File: src/rtl/ram12x73_pkg.sv
// rtl/ram12x73_pkg.sv - shared constants, word type and pointer helper for the 12x73 RAM FIFO controller
//
// Purpose: single source for the RAM geometry, read latency and output buffer
// sizing used by ram12x73_fifo_ctrl and ram_rd_obuf.
// Ports: none (package).
package ram12x73_pkg;

  localparam int WIDTH  = 73;   // data word width
  localparam int DEPTH  = 12;   // RAM entries
  localparam int AW     = 4;    // RAM address width
  localparam int RD_LAT = 2;    // ram_rd_en edge to valid ram_rd_data
  localparam int OBUF   = 3;    // output buffer entries (RD_LAT+1)
  localparam int CW     = 4;    // occupancy counter width, holds 0..15
  localparam int OW     = 2;    // output buffer pointer/count width

  typedef logic [WIDTH-1:0] word_t;

  // RAM pointer increment; DEPTH is not a power of two so wrap explicitly.
  function automatic logic [AW-1:0] ram_ptr_inc(input logic [AW-1:0] p);
    return (p == AW'(DEPTH - 1)) ? '0 : p + AW'(1);
  endfunction

endpackage

File: src/rtl/ram_rd_obuf.sv
// rtl/ram_rd_obuf.sv - small register FIFO that absorbs RAM read returns
//
// Purpose: OBUF-entry circular register FIFO holding words returned by the RAM
// macro until the consumer pops them. Simultaneous push and pop are allowed;
// the caller guarantees it never pushes into a full buffer.
// Ports:
//   clk, rst_n   clock, asynchronous active-low reset
//   push         capture push_data this cycle
//   push_data    word returned by the RAM
//   pop          remove the head entry this cycle
//   head_data    head entry (register output, 0 after reset)
//   cnt          number of entries held, 0..OBUF
//   valid        buffer holds at least one entry
module ram_rd_obuf
  import ram12x73_pkg::*;
(
  input  logic          clk,
  input  logic          rst_n,
  input  logic          push,
  input  word_t         push_data,
  input  logic          pop,
  output word_t         head_data,
  output logic [OW-1:0] cnt,
  output logic          valid
);

  word_t         mem [OBUF];
  logic [OW-1:0] wp;
  logic [OW-1:0] rp;

  function automatic logic [OW-1:0] obuf_inc(input logic [OW-1:0] p);
    return (p == OW'(OBUF - 1)) ? '0 : p + OW'(1);
  endfunction

  always_ff @(posedge clk or negedge rst_n) begin
    if (!rst_n) begin
      for (int i = 0; i < OBUF; i++) mem[i] <= '0;
      wp  <= '0;
      rp  <= '0;
      cnt <= '0;
    end else begin
      if (push) begin
        mem[wp] <= push_data;
        wp      <= obuf_inc(wp);
      end
      if (pop) rp <= obuf_inc(rp);
      case ({push, pop})
        2'b10:   cnt <= cnt + OW'(1);
        2'b01:   cnt <= cnt - OW'(1);
        default: cnt <= cnt;
      endcase
    end
  end

  assign head_data = mem[rp];
  assign valid     = (cnt != '0);

endmodule

File: src/rtl/ram12x73_fifo_ctrl.sv
// rtl/ram12x73_fifo_ctrl.sv - valid/ready FIFO controller around the 12x73 RAM macro
//
// Purpose: drives the write and read ports of a 12x73 RAM with 2-cycle read
// latency and presents a valid/ready FIFO. A 3-entry register buffer behind
// the RAM read port hides the latency for 1 word/cycle throughput.
// Ports:
//   clk, rst_n                         clock, asynchronous active-low reset
//   in_valid, in_ready, in_data        push side
//   out_valid, out_ready, out_data     pop side, out_data is the registered head
//   count                              RAM + in-flight + buffer occupancy, 0..15
//   ram_wr_en, ram_wr_addr, ram_wr_data  RAM write port
//   ram_rd_en, ram_rd_addr             RAM read request
//   ram_rd_data                        RAM read data, valid RD_LAT cycles after ram_rd_en
module ram12x73_fifo_ctrl
  import ram12x73_pkg::*;
(
  input  logic              clk,
  input  logic              rst_n,
  input  logic              in_valid,
  output logic              in_ready,
  input  logic [WIDTH-1:0]  in_data,
  output logic              out_valid,
  input  logic              out_ready,
  output logic [WIDTH-1:0]  out_data,
  output logic [3:0]        count,
  output logic              ram_wr_en,
  output logic [AW-1:0]     ram_wr_addr,
  output logic [WIDTH-1:0]  ram_wr_data,
  output logic              ram_rd_en,
  output logic [AW-1:0]     ram_rd_addr,
  input  logic [WIDTH-1:0]  ram_rd_data
);

  logic [AW-1:0]     wr_ptr;
  logic [AW-1:0]     rd_ptr;
  logic [CW-1:0]     ram_cnt;
  logic [RD_LAT-1:0] pipe;       // one bit per outstanding read, oldest at the top
  logic [CW-1:0]     inflight;
  logic [CW-1:0]     credit_used;
  logic [OW-1:0]     obuf_cnt;
  logic              push;
  logic              pop;
  logic              issue;
  logic              capture;

  always_comb begin
    inflight = '0;
    for (int i = 0; i < RD_LAT; i++) inflight = inflight + CW'(pipe[i]);
  end

  // Gated by rst_n so nothing reaches the macro while reset is held.
  assign in_ready = rst_n && (ram_cnt != CW'(DEPTH));
  assign push     = in_valid && in_ready;
  assign pop      = out_valid && out_ready;

  // A read may issue only if its word is guaranteed a buffer slot on return.
  // Counting this cycle's pop as credit is what allows back-to-back issue.
  assign credit_used = inflight + CW'(obuf_cnt) - CW'(pop);
  assign issue       = rst_n && (ram_cnt != '0) && (credit_used < CW'(OBUF));
  assign capture     = pipe[RD_LAT-1];

  assign ram_wr_en   = push;
  assign ram_wr_addr = wr_ptr;
  assign ram_wr_data = in_data;
  assign ram_rd_en   = issue;
  assign ram_rd_addr = rd_ptr;

  // The macro latches read data at the issue edge, so the slot is free then.
  always_ff @(posedge clk or negedge rst_n) begin
    if (!rst_n) begin
      wr_ptr  <= '0;
      rd_ptr  <= '0;
      ram_cnt <= '0;
      pipe    <= '0;
    end else begin
      if (push)  wr_ptr <= ram_ptr_inc(wr_ptr);
      if (issue) rd_ptr <= ram_ptr_inc(rd_ptr);
      case ({push, issue})
        2'b10:   ram_cnt <= ram_cnt + CW'(1);
        2'b01:   ram_cnt <= ram_cnt - CW'(1);
        default: ram_cnt <= ram_cnt;
      endcase
      pipe <= {pipe[RD_LAT-2:0], issue};
    end
  end

  // ram_rd_data is only looked at when the oldest pipe stage is set.
  ram_rd_obuf u_obuf (
    .clk       (clk),
    .rst_n     (rst_n),
    .push      (capture),
    .push_data (ram_rd_data),
    .pop       (pop),
    .head_data (out_data),
    .cnt       (obuf_cnt),
    .valid     (out_valid)
  );

  assign count = ram_cnt + inflight + CW'(obuf_cnt);

endmodule

File: config.mk
export PLATFORM = sky130hd
export DESIGN_NAME = ram12x73_fifo_ctrl
export DESIGN_NICKNAME = d
export VERILOG_FILES = /design/src/rtl/ram12x73_pkg.sv /design/src/rtl/ram_rd_obuf.sv /design/src/rtl/ram12x73_fifo_ctrl.sv
export SDC_FILE = /design/constraint.sdc
export NUM_CORES = 1
export LEC_CHECK = 0
export ABC_AREA = 1
export CORE_UTILIZATION = 45
export CTS_BUF_LIST = sky130_fd_sc_hd__clkbuf_8
export CTS_CLUSTER_DIAMETER = 40
export DETAILED_ROUTE_END_ITERATION = 16
export GPL_TIMING_DRIVEN = 0
export PLACE_DENSITY = 0.82
export SYNTH_ARGS = -nofsm -noshare
export SYNTH_HDL_FRONTEND = slang
export SYNTH_SLANG_ARGS = --single-unit
export TNS_END_PERCENT = 50
File: constraint.sdc
create_clock -name clk -period 7.8 [get_ports clk]
set_input_delay 1.17 -clock clk [delete_from_list [all_inputs] [get_ports clk]]
set_output_delay 1.17 -clock clk [all_outputs]
set_load 0.005 [all_outputs]
Word-level counts from Yosys, hierarchy flattened
Index checks and enable logic that the tools add are counted.
Storage, ports and cells
  bits in registers: 239
  input port bits: 150
  output and inout port bits: 162
  word-level logic and storage cells: 60
Operators by class
  add/sub/neg operators: 13
  order comparisons: 4
  eq/ne operators: 9
  multiplexer cells: 12
  bitwise logic cells: 2
  reductions and logical operators: 10
Operators with widths (count)
  bitwise mux 219 bit: 1
  2-to-1 mux 73 bit: 3
  binary-select mux 73 bit (select 2 bit): 1
  demux 73 bit (select 2 bit): 1
  adder 4 x 1 -> 4 bit, second input constant: 3
  adder 4 x 2 -> 4 bit: 2
  == test 2 bit, second input constant: 4
  == test 4 bit, second input constant: 2
  2-to-1 mux 4 bit: 2
  one-hot mux 4 bit (2 select lines): 1
  adder 2 x 1 -> 2 bit, second input constant: 3
  >= comparator 3 bit, second input constant: 2
  logical AND 1 bit: 6
  inverter 2 -> 3 bit: 2
  nonzero test 2 bit: 3
  == test 2 x 1 -> 1 bit, second input constant: 2
  < comparator 4 x 2 -> 1 bit, second input constant: 1
  2-to-1 mux 2 bit: 2
  inequality test 4 bit, second input constant: 1
  one-hot mux 2 bit (2 select lines): 1
  nonzero test 4 bit: 1
  subtractor 3 x 1 -> 4 bit: 1
  subtractor 4 x 1 -> 4 bit, second input constant: 1
  adder 2 x 2 -> 3 bit: 1
  other kinds (3): 3

Depth between registers and ports, before layout
Gate-level depths: netlist of run 1.
  word-level depth: 7
  gate-level depth with buffers: 20
  depth with buffers taken out: 20

Cells and area by module
A second synthesis of run 1 with hierarchy kept.
Second synthesis, totals
  cells, all modules: 1351
  area total of the unflattened synthesis: 11883.9 um2
Modules (own cells, without submodules)
  ram_rd_obuf: instances 1, cells an instance 1129, area an instance 10186.0 um2, seq. area each 5630.4 um2
  ram12x73_fifo_ctrl: instances 1, cells an instance 222, area an instance 1697.9 um2, seq. area each 350.3 um2

Worst setup path after synthesis of run 1
OpenSTA, ideal clock, no wires.
  kind: input to output
  start: in out_ready
  end: out ram_rd_en
  arrival: 2.604 ns
  data required time: 6.630 ns
  path slack: 4.026 ns
  stages: 9
  buffers on the path: 0
  cell sequence: nand2_1 -> inv_1 -> ha_1 -> inv_1 -> ha_1 -> fa_1 -> xnor2_1 -> nand2_1 -> nor2_1
On the way
  longest elaborated chain between the ends: 4
RTL lines
  from (decl): RTL line ram12x73_fifo_ctrl.sv:23  | input logic out_ready,
  logical AND 1 bit: RTL line ram12x73_fifo_ctrl.sv:54  | assign pop = out_valid && out_ready;
  net pop: RTL line ram12x73_fifo_ctrl.sv:42  | logic pop;
  subtractor 3 x 1 -> 4 bit: RTL line ram12x73_fifo_ctrl.sv:58  | assign credit_used = inflight + CW'(obuf_cnt) - CW'(pop);
  < comparator 4 x 2 -> 1 bit: RTL line ram12x73_fifo_ctrl.sv:59  | assign issue = rst_n && (ram_cnt != '0) && (credit_used < CW'(OBUF));
  logical AND 1 bit: RTL line ram12x73_fifo_ctrl.sv:59
  to (decl): RTL line ram12x73_fifo_ctrl.sv:29  | output logic ram_rd_en,
The timed path passes the listed nets, and every way through them passes these cells.

Worst setup path in the final report of run 1
Same ends and word-level chain as after synthesis.

==> qor.yml, run 1 <==
status: "complete, no violations"
clock_path_buffers: 3
ioPinCount: 312
r2r_start: "u_obuf.cnt[0]"
ys_ff_latch: 239
postCtsSetupBuffers: 0
grt_remaining_overflow: 0
dpl.hpwl_mm: 21.1
syn_nets: 1516
finalCriticalPeriod_ns: 5.04
n_fill_cell: 2222
dr.pass1.iters: 6
route.detailed.drc: 0
vias: 10300
via_per_inst: 5.15
hold_path_depth: 0
vdd_ir_drop_max_v: 0.000265
crit_path_top_delay_cell: "clkdlybuf4s50_1"
cts_tree: "built"
regToRegEndpoint: "ram_cnt[2]"
path_class: "primary input to output port"
fin_nets: 1799
max_slew_margin_pct: 60.3
cp_cell_sequence: "clkdlybuf4s50_1, nand2_1, inv_1, ha_1, inv_1, ha_1, fa_1, nand2_1, nand3_1, nor2_1, clkdlybuf4s50_1"
syn_inst: 1349
die_y_um: 162
skew_ns: 0.0222
worst_pin_slew_ns: 0.596
regToRegSetupSlack_ns: 4.27
worstSetupEndpointType: "output port"
cp.arrival_ns: 3.87
fin_crit_sh_pct: 64.6
rsz0062_at_grt: "false"
p_per_area_mw_per_mm2: 403
r2r_cells: 16
syn-cell-area_mm2: 0.0115
cts_buffers: 41
grt_max_degree: 90
min_to: "pipe[1]"
yosys_warnings: 0
fin_util_pct: 60.5
ys_seq_area_share_pct: 52.0
grt_pass1_wl_mm: 49.1
core_area_mm2: 0.0251
grt_pass1_vias: 9944
worstPathRequired_ns: 6.63
gp_congestion: 0.836
worst_slack_ns: 2.76
leakage_nw: 7.58
drv_cap: 0
hold_ws_ns: 0.390
synth.distinct_cells: 23
dieArea_mm2: 0.0262
wire_per_inst_um: 15.5
htreeDepth: 2
slowest_delay_ns: 0.56
diodes: 0
drt_iter0_markers: 835
final_hold_viol_count: 0
fmax_mhz: 198
drive_gt1_share_pct: 12.9
grt_usage_pct: 23.5
dp_slack_ns: 2.79
clk_pin_slew_ns: 0.06
area_delta_synth_final_pct: 31.9
hold_buffers: 0
synth_area_per_cell_um2: 8.53
hold_class: "flip-flop to flip-flop"
min-delay-start: "pipe[0]"
cts.repair.resized: 0
wirelength_mm: 30.9
start_util_pct: 45.8
insertion_delay_ns: 0.54
slew_violations: 0
root_buffer: "clkbuf_8"
antenna_found_initial: 0
detail-route-antenna-nets: 0
startpoint_type: "primary input"
numClockSinks: 239
setup_viol: 0
dieWidth_um: 162
crit_fanout: 5
num_rows: 58
port_buffers: 238
-- sequential cells by signal, summed over array words and instances, names as in the netlist --
| register | count |
|---|---|
| u_obuf.wp | 2 |
| u_obuf.mem | 219 |
| ram_wr_addr | 4 |
| u_obuf.rp | 2 |
| pipe | 2 |
| ram_rd_addr | 4 |
| u_obuf.cnt | 2 |
| ram_cnt | 4 |
-- cell usage after synthesis --
master,number,share of area [%]
a21oi_1,2,0.087
and2_1,1,0.054
buf_2,29,1.3
buf_4,89,5.8
buf_6,30,2.9
clkbuf_1,6,0.20
dfrtp_1,239,52
fa_1,5,0.87
ha_1,12,1.3
inv_1,102,3.3
inv_2,1,0.033
nand2_1,419,14
nand3_1,158,6.9
nand3_2,3,0.26
nand3b_1,2,0.13
nand4_1,2,0.11
nor2_1,11,0.36
nor2_4,1,0.098
o21ai_0,30,1.3
o21ai_1,196,8.5
o21ai_2,3,0.23
xnor2_1,4,0.30
xor2_1,4,0.30
-- layout make-up --
class	count	area, µm²	share of cell area, %
Clock buffer	50	688	4.53
Clock inverter	25	129	0.849
Sequential cell	239	5980	39.4
Buffer	154	1170	7.73
Multi-Input combinational cell	853	3970	26.1
Inverter	103	387	2.55
Timing Repair Buffer	240	2440	16.1
Tap cell	330	413	2.72
-- report_power, final --
| group | switching (W) | internal [W] | leakage (nW) |
|---|---|---|---|
| clock | 0.000491 | 0.000612 | 0.491 |
| sequential | 0.000354 | 0.00186 | 2.80 |
| combinational | 0.00138 | 0.00143 | 4.28 |
-- worst max path at each step --
stage / to / slack, ns / from / cells past startpoint
floorplan: ram_rd_en / 4.03 / out_ready / 9
global placement: ram_wr_en / -5.33 / rst_n / 4
detailed placement: ram_rd_en / 2.79 / out_ready / 11
CTS: ram_rd_en / 2.75 / out_ready / 11
global route: ram_rd_en / 2.66 / out_ready / 11
finish: ram_rd_en / 2.76 / out_ready / 11
-- worst max-delay path, delay by kind of cell --
| kind | cells | cell delay (ns) |
|---|---|---|
| adders and majority gates | 3 | 0.88 |
| buffers and inverters | 4 | 1.26 |
| and+or+nand+nor | 4 | 0.55 |
-- per-layer routing --
layer	up-vias	global-route usage, %	share of wire, %
li1	4831	-	-
met1	4938	29.7	42
met2	446	39.4	48
met3	64	4.90	7.7
met4	0	8.96	3.0
met5	-	0	0
-- kinds of logic (layout without fill, tap and decap cells) --
kind of cell,Yosys count,in the layout,share of synthesized area (%)
flip-flops,239,239,52.0
AO/OA/AOI/OAI,231,231,10.1
adder cells (fa/ha/maj),17,17,2.17
AND/OR/NAND/NOR,597,597,21.5
buffers and inverters,257,572,13.6
XOR/XNOR,8,8,0.609
-- cells in the final DEF, fill, tap and decap left out, drive strengths merged --
cell and count:
nand4 2, xnor2 4, o21ai 229, nor2 12, nand3 161, clkinvlp 1, clkbuf 56, nand3b 2
bufinv 1, buf 151, a21oi 2, xor2 4, dfrtp 239, nand2 419, clkdlybuf4s50 237, ha 12
fa 5, and2 1, clkinv 4, inv 122
-- metrics by stage --
step / total power, W / instances / setup TNS (ns) / instance area, µm²
after detailed placement: 0.00502 / 1919 / 0 / 14400
after CTS: 0.00615 / 1994 / 0 / 15200
final: 0.00612 / 1994 / 0 / 15200
after global placement: 0.00492 / 1917 / -1111.16 / 14300
after floorplan: 0.00366 / 1349 / 0 / 11500
after global routing: 0.00659 / 1994 / 0 / 15200
Power figures use the tool's default switching activity.
==> run 2, diff against run 1 <==
clock period = 5.1 ns   (was 7.8 ns; I/O delays follow)
==> results of run 2 <==
The final DEF is identical to that of run 1. Status: complete, no violations.
Among the figures that moved: setup slack after placement 2.79 ns -> 0.898 ns; clock-pin slew on the worst setup and hold paths 0.06 ns -> 0.05 ns; setup slack after layout 2.76 ns -> 0.868 ns; hold slack 0.390 ns -> 0.200 ns; register-to-register setup slack 4.27 ns -> 1.57 ns; total power 0.00612 W -> 0.00937 W; worst IR drop on VDD 0.000265 V -> 0.000405 V
==> run 3, diff against run 2 <==
PLACE_DENSITY = 0.85   (was 0.82)
clock period = 3.89 ns   (was 5.1 ns; I/O delays follow)
==> run 3 against run 2 <==
Via count is 1.1% higher. Final cell count is 0.40% higher. Clock-buffer cell count is 3 higher. Clock power is 50% higher. First-iteration DRC count is 4.7% higher.
==> qor.yml, run 3 (synthesized netlist as in run 1, its figures left out) <==
status: "complete, no violations"
gp_congestion: 0.851
start_util_pct: 45.8
dpl.hpwl_mm: 21.6
dp_slack_ns: -0.0106
startpoint_type: "flip-flop"
port_buffers: 238
crit_path_top_delay_cell: "clkdlybuf4s50_1"
detail-route-antenna-nets: 0
crit_fanout: 5
grt_usage_pct: 24.2
layout_common_cells: "nand2_1 (417), dfrtp_1 (238), clkdlybuf4s50_1 (237), o21ai_1 (196), nand3_1 (157)"
route.detailed.drc: 0
slowest_delay_ns: 0.52
leakage_nw: 7.63
n_fill_cell: 2159
cp_top_family: "adder cells"
dr.pass1.iters: 5
pwr-share-clk_pct: 19.9
slew_violations: 0
num_rows: 58
intPower_w: 0.00814
cp.arrival_ns: 3.22
wire_per_inst_um: 15.8
ioPinCount: 312
clock_path_buffers: 3
cts_buffers: 43
grt_pass1_wl_mm: 50.8
p_per_area_mw_per_mm2: 828
worst_slack_ns: 0.0874
worstPathRequired_ns: 3.31
drv_cap: 0
cts_tree: "built"
htreeDepth: 2
ff_latch_area_mm2: 0.00598
final_hold_viol_count: 0
numClockSinks: 239
wirelength_mm: 31.6
dieArea_mm2: 0.0262
dieWidth_um: 162
root_buffer: "clkbuf_8"
cp_cell_sequence: "inv_1, nand2_1, nand2_2, inv_2, ha_1, inv_1, ha_2, fa_2, nand2_2, nand3_2, nor2_4, clkdlybuf4s50_1"
p_switching_w: 0.00459
drt_iter0_markers: 874
grt_max_degree: 96
insertion_delay_ns: 0.54
dpl.cell_count: 1919
path_class: "flip-flop to output port"
core_area_mm2: 0.0251
comb_power_share_pct: 45.3
die_y_um: 162
vias: 10400
clk_pin_slew_ns: 0.06
drive_gt1_share_pct: 14.0
top_register: "u_obuf.mem"
via_per_inst: 5.19
finalCriticalPeriod_ns: 3.80
max_slew_margin_pct: 60.4
hold_ws_ns: 0.375
power.share.sequential_pct: 34.8
hold_class: "flip-flop to flip-flop"
switching_share_pct: 36.1
largest_reg_flops: 219
worstPathBufferInverterCount: 4
vdd_ir_drop_max_v: 0.000577
antenna_found_initial: 1
fin_crit_sh_pct: 97.8
fmax_mhz: 263
multi_input_area_mm2: 0.00399
setup_viol: 0
area_delta_synth_final_pct: 33.6
worstSetupEndpointType: "output port"
layout_commonest_cell: "nand2_1"
skew_ns: 0.0166
worst_pin_slew_ns: 0.594
finalNonFillerCells: 2002
fin_nets: 1806
grt_remaining_overflow: 0
grt_pass1_vias: 10300
==> run 3: cell count changes in the layout (fill, tap and decap cells not counted), sizes merged <==
| cell | delta |
|---|---|
| clkinv | -3 |
| clkbuf | +3 |
| buf | +4 |
| clkinvlp | +2 |
| diode | +1 |
| bufinv | +3 |
| dlygate4sd3 | +1 |
| inv | -3 |
==> run 3: metrics by stage <==
step            TNS, ns  total power [W]  util (%)  instance area (µm²)
2_1_floorplan         0          0.00733         -                11500
3_3_place_gp   -1924.55          0.00987      57.0                14300
3_5_place_dp    -0.0106           0.0101      57.2                14400
4_1_cts               0           0.0127      61.1                15300
5_1_grt         -0.0327           0.0137      61.2                15400
6_report              0           0.0127      61.2                15400
==> run 3: worst register-to-register path: stages (launching register included) <==
cell and delay, ns:
dfrtp_2 0.42, inv_1 0.10, nand2_1 0.11, nand2_2 0.12
inv_2 0.08, ha_1 0.28, inv_1 0.06, ha_2 0.20
fa_2 0.44, nand2_2 0.09, nand3_2 0.10, nor2_4 0.18
buf_4 0.13, ha_1 0.25, inv_1 0.08, fa_1 0.38
xor2_1 0.15, o21ai_0 0.16
==> run 3: path summary, 6_finish.rpt <==
path / from / end / slack, ns / cells past startpoint
min in group asynchronous: rst_n / u_obuf.mem[172] / 0.60 / 2
max in group asynchronous: rst_n / u_obuf.mem[198] / 2.45 / 3
max reg2reg: u_obuf.cnt[0] / ram_cnt[2] / 0.48 / 17
min: pipe[0] / pipe[1] / 0.38 / 0
max: u_obuf.cnt[0] / ram_rd_en / 0.09 / 12
min reg2reg: pipe[0] / pipe[1] / 0.38 / 0
==> run 3: final cells by class <==
| cell class | count | area share (%) |
|---|---|---|
| antenna | 1 | 0.0163 |
| buffer | 154 | 7.63 |
| clock buffer | 53 | 4.74 |
| clock inverter | 24 | 1.41 |
| inverter | 103 | 2.51 |
| multi-input combinational | 853 | 26.0 |
| sequential | 239 | 38.9 |
| tap | 330 | 2.69 |
| timing repair buffer | 245 | 16.1 |
==> run 3: routing by layer <==
metal,vias up,GRT usage (%),share of wire (%)
li1,4862,-,-
met1,4985,31.5,41
met2,472,40.0,48
met3,71,4.11,7.3
met4,0,10.2,3.1
met5,-,0,0
==> run 3: repair_timing <==
action / 4_1_cts / 5_1_grt
setup endpoints to repair: 1 / 1
gates cloned: 0 / 0
buffers inserted: 0 / 4
pin swaps: 1 / 2
hold buffers: 1 / 0
gates resized for setup: 6 / 4
endpoints found under the hold margin: 3 / 0
==> run 3: power by group through the flow <==
stage / clock (W) / sequential, W / combinational [W]
after floorplan: 0 / 0.00428 / 0.00305
after global placement: 0 / 0.00439 / 0.00548
after detailed placement: 0 / 0.00444 / 0.00566
after global routing: 0.00270 / 0.00458 / 0.00638
final: 0.00253 / 0.00443 / 0.00576
after CTS: 0.00258 / 0.00442 / 0.00572
